[src/rtl/dcache_miss_handler.sv]
// Data-cache miss handler: writes back a dirty victim, fetches the missing block and repairs the cache.
// Optional performance counters are compiled in when DCACHE_MHU_PERF_EN is defined.
module dcache_miss_handler #(
  parameter  int BLOCK_OFFSET_BITS = 2,
  localparam int BLOCK_BITS        = 32 << BLOCK_OFFSET_BITS
) (
  input  logic                  clk_i,
  input  logic                  rst_ni,

  input  logic                  miss_valid_i,
  output logic                  miss_ready_o,
  input  logic [31:0]           miss_addr_i,
  input  logic                  miss_store_i,
  input  logic                  victim_dirty_i,
  input  logic [31:0]           victim_addr_i,
  input  logic [BLOCK_BITS-1:0] victim_block_i,

  output logic                  mem_req_valid_o,
  input  logic                  mem_req_ready_i,
  output logic                  mem_req_we_o,
  output logic [31:0]           mem_req_addr_o,
  output logic [BLOCK_BITS-1:0] mem_req_wdata_o,
  input  logic                  mem_resp_valid_i,
  input  logic [BLOCK_BITS-1:0] mem_resp_data_i,

  output logic                  repair_en_o,
  output logic [31:0]           repair_addr_o,
  output logic [BLOCK_BITS-1:0] repair_data_o,
  output logic                  repair_dirty_o,
  output logic                  busy_o,
  output logic                  done_o
`ifdef DCACHE_MHU_PERF_EN
  ,
  output logic [31:0]           perf_miss_cnt_o,
  output logic [31:0]           perf_wb_cnt_o,
  output logic [31:0]           perf_stall_cnt_o
`endif
);

  // Clears the byte and word offset bits so every address names a whole block.
  localparam logic [31:0] ALIGN_MASK = ~((32'd1 << (BLOCK_OFFSET_BITS + 2)) - 32'd1);

  typedef enum logic [2:0] {
    S_IDLE,
    S_WB_REQ,
    S_FILL_REQ,
    S_FILL_WAIT,
    S_REPAIR
  } state_e;

  state_e                state_q, state_d;
  logic [31:0]           miss_addr_q;
  logic [31:0]           victim_addr_q;
  logic [BLOCK_BITS-1:0] victim_block_q;
  logic [BLOCK_BITS-1:0] fill_data_q;
  logic                  store_q;
  logic                  miss_accept;
  logic                  fill_capture;

  assign miss_accept  = (state_q == S_IDLE) && miss_valid_i;
  assign fill_capture = (state_q == S_FILL_WAIT) && mem_resp_valid_i;

  // NOTE: sequential state uses non-blocking assignments so every register
  // samples the pre-edge values of the others, independent of block order.
  always_ff @(posedge clk_i or negedge rst_ni) begin
    if (!rst_ni) begin
      state_q <= S_IDLE;
    end else begin
      state_q <= state_d;
    end
  end

  // NOTE: the block registers are reset as well, so an aborted miss leaves no
  // stale victim or fill data behind to reach the memory or repair ports.
  always_ff @(posedge clk_i or negedge rst_ni) begin
    if (!rst_ni) begin
      miss_addr_q    <= '0;
      victim_addr_q  <= '0;
      victim_block_q <= '0;
      store_q        <= 1'b0;
      fill_data_q    <= '0;
    end else begin
      if (miss_accept) begin
        miss_addr_q    <= miss_addr_i & ALIGN_MASK;
        victim_addr_q  <= victim_addr_i & ALIGN_MASK;
        victim_block_q <= victim_block_i;
        store_q        <= miss_store_i;
      end
      if (fill_capture) begin
        fill_data_q <= mem_resp_data_i;
      end
    end
  end

  // NOTE: every output and state_d gets a default before the case statement,
  // so no path through the block can leave a signal unassigned (no latches).
  always_comb begin
    state_d         = state_q;
    miss_ready_o    = 1'b0;
    mem_req_valid_o = 1'b0;
    mem_req_we_o    = 1'b0;
    mem_req_addr_o  = '0;
    mem_req_wdata_o = '0;
    repair_en_o     = 1'b0;
    repair_addr_o   = '0;
    repair_data_o   = '0;
    repair_dirty_o  = 1'b0;
    done_o          = 1'b0;

    unique case (state_q)
      S_IDLE: begin
        miss_ready_o = 1'b1;
        if (miss_valid_i) begin
          state_d = victim_dirty_i ? S_WB_REQ : S_FILL_REQ;
        end
      end
      S_WB_REQ: begin
        mem_req_valid_o = 1'b1;
        mem_req_we_o    = 1'b1;
        mem_req_addr_o  = victim_addr_q;
        mem_req_wdata_o = victim_block_q;
        if (mem_req_ready_i) begin
          state_d = S_FILL_REQ;
        end
      end
      S_FILL_REQ: begin
        mem_req_valid_o = 1'b1;
        mem_req_addr_o  = miss_addr_q;
        if (mem_req_ready_i) begin
          state_d = S_FILL_WAIT;
        end
      end
      S_FILL_WAIT: begin
        if (mem_resp_valid_i) begin
          state_d = S_REPAIR;
        end
      end
      S_REPAIR: begin
        repair_en_o    = 1'b1;
        repair_addr_o  = miss_addr_q;
        repair_data_o  = fill_data_q;
        repair_dirty_o = store_q;
        done_o         = 1'b1;
        state_d        = S_IDLE;
      end
      default: begin
        state_d = S_IDLE;
      end
    endcase
  end

  assign busy_o = (state_q != S_IDLE);

`ifdef DCACHE_MHU_PERF_EN
  logic wb_accept;

  assign wb_accept = (state_q == S_WB_REQ) && mem_req_ready_i;

  // Counters hold at all-ones rather than wrapping back to zero.
  always_ff @(posedge clk_i or negedge rst_ni) begin
    if (!rst_ni) begin
      perf_miss_cnt_o  <= '0;
      perf_wb_cnt_o    <= '0;
      perf_stall_cnt_o <= '0;
    end else begin
      if (miss_accept && (perf_miss_cnt_o != 32'hFFFF_FFFF)) begin
        perf_miss_cnt_o <= perf_miss_cnt_o + 32'd1;
      end
      if (wb_accept && (perf_wb_cnt_o != 32'hFFFF_FFFF)) begin
        perf_wb_cnt_o <= perf_wb_cnt_o + 32'd1;
      end
      if (busy_o && (perf_stall_cnt_o != 32'hFFFF_FFFF)) begin
        perf_stall_cnt_o <= perf_stall_cnt_o + 32'd1;
      end
    end
  end
`endif

endmodule

[config.mk]
export PLATFORM = sky130hd
export DESIGN_NAME = dcache_miss_handler
export DESIGN_NICKNAME = d
export VERILOG_FILES = /design/src/rtl/dcache_miss_handler.sv
export SDC_FILE = /design/constraint.sdc
export NUM_CORES = 1
export LEC_CHECK = 0
export ABC_CLOCK_PERIOD_IN_PS = 2000
export CORE_AREA = 2 2 251 253
export CTS_BUF_LIST = sky130_fd_sc_hd__clkbuf_8
export DETAILED_ROUTE_END_ITERATION = 12
export DIE_AREA = 0 0 253 255
export GPL_ROUTABILITY_DRIVEN = 0
export MAX_ROUTING_LAYER = met4
export SYNTH_ARGS = -nofsm -noshare
export SYNTH_HDL_FRONTEND = slang
export SYNTH_SLANG_ARGS = --single-unit
[constraint.sdc]
create_clock -name clk_i -period 2 [get_ports clk_i]
set_input_delay 0.3 -clock clk_i [delete_from_list [all_inputs] [get_ports clk_i]]
set_output_delay 0.3 -clock clk_i [all_outputs]
set_load 0.03 [all_outputs]
==> results.py <==
metrics = {
    "sta": {
        "fin_crit_ns": 2.43,
        "fin_tns_setup_ns": -164.21,
        "fin_crit_sh_pct": 122,
        "clock.fmax_mhz": 411,
        "holdWs_ns": 0.207,
        "hold_viol_final": 0,
        "rsz0062_at_grt": "true",
        "slew_headroom_pct": 62.6,
        "tightest_slew_ns": 0.561,
        "finalSetupViolCount": 504,
        "slew_violations": 0,
        "finClkSkew_ns": 0.0205,
        "setup_ws_ns": -0.430,
    },
    "run_status": {
        "violations": "setup timing",
        "run_status": "finished with violations",
    },
    "clocking": {
        "cts_sinks": 316,
        "clk_latency_ns": 0.64,
        "h-tree-depth": 2,
        "cts-root-buf": "clkbuf_8",
        "numCtsBuffers": 56,
        "clk_path_buf_depth": 3,
        "cts_tree": "yes",
        "cts.clk_slew.worst_paths_ns": 0.06,
    },
    "floorplanning": {
        "fp.dieH_um": 255,
        "core.rowCount": 92,
        "initial_utilization_pct": 23.5,
        "core_area_um2": 62200,
        "die_x_um": 253,
        "die_area_um2": 64500,
        "io-pin-count": 654,
    },
    "route": {
        "vias": 11200,
        "route.detailed.drc": 0,
        "routedWlPerCell_um": 21.2,
        "ant_nets": 0,
        "drtIter0Drc": 405,
        "drt-total-wl_um": 56300,
        "vias_per_cell": 4.24,
        "first_pass_iters": 4,
    },
    "cells_and_area": {
        "nets": 2137,
        "drive_gt1_share_pct": 59.6,
        "final_common_cell": "clkdlybuf4s50_1",
        "syn_to_final_growth_pct": 80.1,
        "final_cell_mix": "317 x clkdlybuf4s50_1, 313 x dfrtp_1, 254 x buf_6",
    },
    "power_and_ir_drop": {
        "power.density_nw_per_um2": 1410,
        "vdd_ir_drop_max_mv": 0.628,
        "p_leak_nw": 11.9,
        "p_total_mw": 37.2,
    },
    "placed_design": {
        "port_buffers": 637,
        "placement.setup.worst_slack_ns": -0.00449,
        "dp_hpwl_um": 35700,
    },
    "synthesis": {
        "yosys_register_bits": 316,
        "synth-seq-area-share_pct": 54.1,
        "postSynthCellCount": 1045,
        "syn_area_per_cell_um2": 14.0,
        "ys_warn_count": 0,
        "async_flop_share_pct": 100,
        "synth_ff_type": "dfrtp_1",
        "synth_edf_count": 0,
        "synthesis.area_um2": 14600,
        "synth_cell_types": 30,
    },
    "setup_path": {
        "worstPathRequired_ns": 1.70,
        "start_kind": "register",
        "worstSetupPathType": "register to output port",
        "rr_startpoint": "state_q[2]",
        "crit_start": "state_q[1]",
        "crit_path_max_fanout": 8,
        "arrival_ns": 2.13,
        "endpoint_kind": "output port",
    },
    "grt": {
        "track_usage_pct": 15.1,
        "grt_max_degree": 58,
        "grt_pass1_wl_um": 71800,
        "grt_pass1_vias": 11900,
        "antenna_found_initial": 3,
        "gr-total-overflow": 0,
    },
    "run": {
        "maxCapViolations": 0,
    },
    "worst_hold_path": {
        "hold_class": "input pin to asynchronous set/reset pin",
    },
}
==> area by class of cell <==
type / instances / area, um^2
flip-flops and latches: 316 / 7910
fillers: 5691 / 35900
well taps: 799 / 1000
diodes: 2 / 5.00
clock inverters: 25 / 133
inverters: 3 / 16.3
multi-input cells: 650 / 6850
clock buffers: 74 / 1020
repair buffers: 783 / 9370
==> cell usage after synthesis, types with 2 or more instances <==
cell	n	area, um^2
a22o_1	28	245
clkbuf_1	38	143
buf_4	12	90.1
mux2_2	211	2380
buf_12	11	220
buf_8	6	90.1
inv_1	2	7.51
mux2_4	100	1500
dfrtp_1	316	7910
mux2_1	2	22.5
nor3b_1	3	22.5
buf_6	2	22.5
buf_2	13	65.1
and2_1	285	1780
==> sequential cells by signal, indices dropped and copies added (netlist names) <==
signal,cells
miss_addr_q,28
victim_addr_q,28
state_q,3
victim_block_q,128
fill_data_q,128
store_q,1
==> stage by stage <==
stage	cells	instance area (um^2)	utilization, %
after floorplan	1052	14700	-
after global placement	2471	21800	35.1
after detailed placement	2471	21800	35.1
after CTS	2590	23800	38.3
after global routing	2652	26300	42.3
final	2652	26300	42.3
==> worst paths after layout <==
kind	endpoint	slack, ns	cells after the start
worst max-delay path	mem_req_wdata_o[61]	-0.43	6
worst min-delay path	fill_data_q[106]	0.21	2
worst max register to register	victim_block_q[56]	-0.34	9
worst min register to register	victim_block_q[59]	0.49	1
max in group asynchronous	victim_block_q[12]	1.00	3
min in group clk_i	miss_addr_q[23]	0.28	2
==> repair_timing <==
item,4_1_cts,5_1_grt
gates cloned,7,43
endpoints found under the setup margin,332,486
hold buffers,1,0
resized for setup,158,400
buffers inserted,12,17
endpoints found under the hold margin,43,0
pin swaps,10,142
==> power by group <==
group	switching (mW)	internal [mW]	leakage, nW
combinational	8.15	11.0	7.49
clock	2.77	3.40	0.658
sequential	2.13	9.72	3.75
==> cell families (layout without fill, tap and decap cells) <==
logic type | Yosys count | after routing | share of synthesized area, %
other cells | 1 | 10 | 0.0257
buf+inv | 86 | 885 | 4.42
mux | 313 | 313 | 26.7
flops | 316 | 316 | 54.1
compound gates | 33 | 33 | 1.92
simple gates | 296 | 296 | 12.8
==> routing by layer <==
layer / wire length, um / track usage, % / vias up
li1: - / - / 5062
met1: 22800 / 17.0 / 5612
met2: 27400 / 25.8 / 474
met3: 4570 / 4.79 / 97
met4: 1510 / 4.50 / 0
met5: 0 / - / -
==> critical path, cell delays in order (launching register included) <==
cell and delay, ns:
dfrtp_2 0.45, nor3b_4 0.23, buf_6 0.18, buf_12 0.18, clkbuf_16 0.18, and2_4 0.14, buf_6 0.12
(Power assumes the default switching activity.)
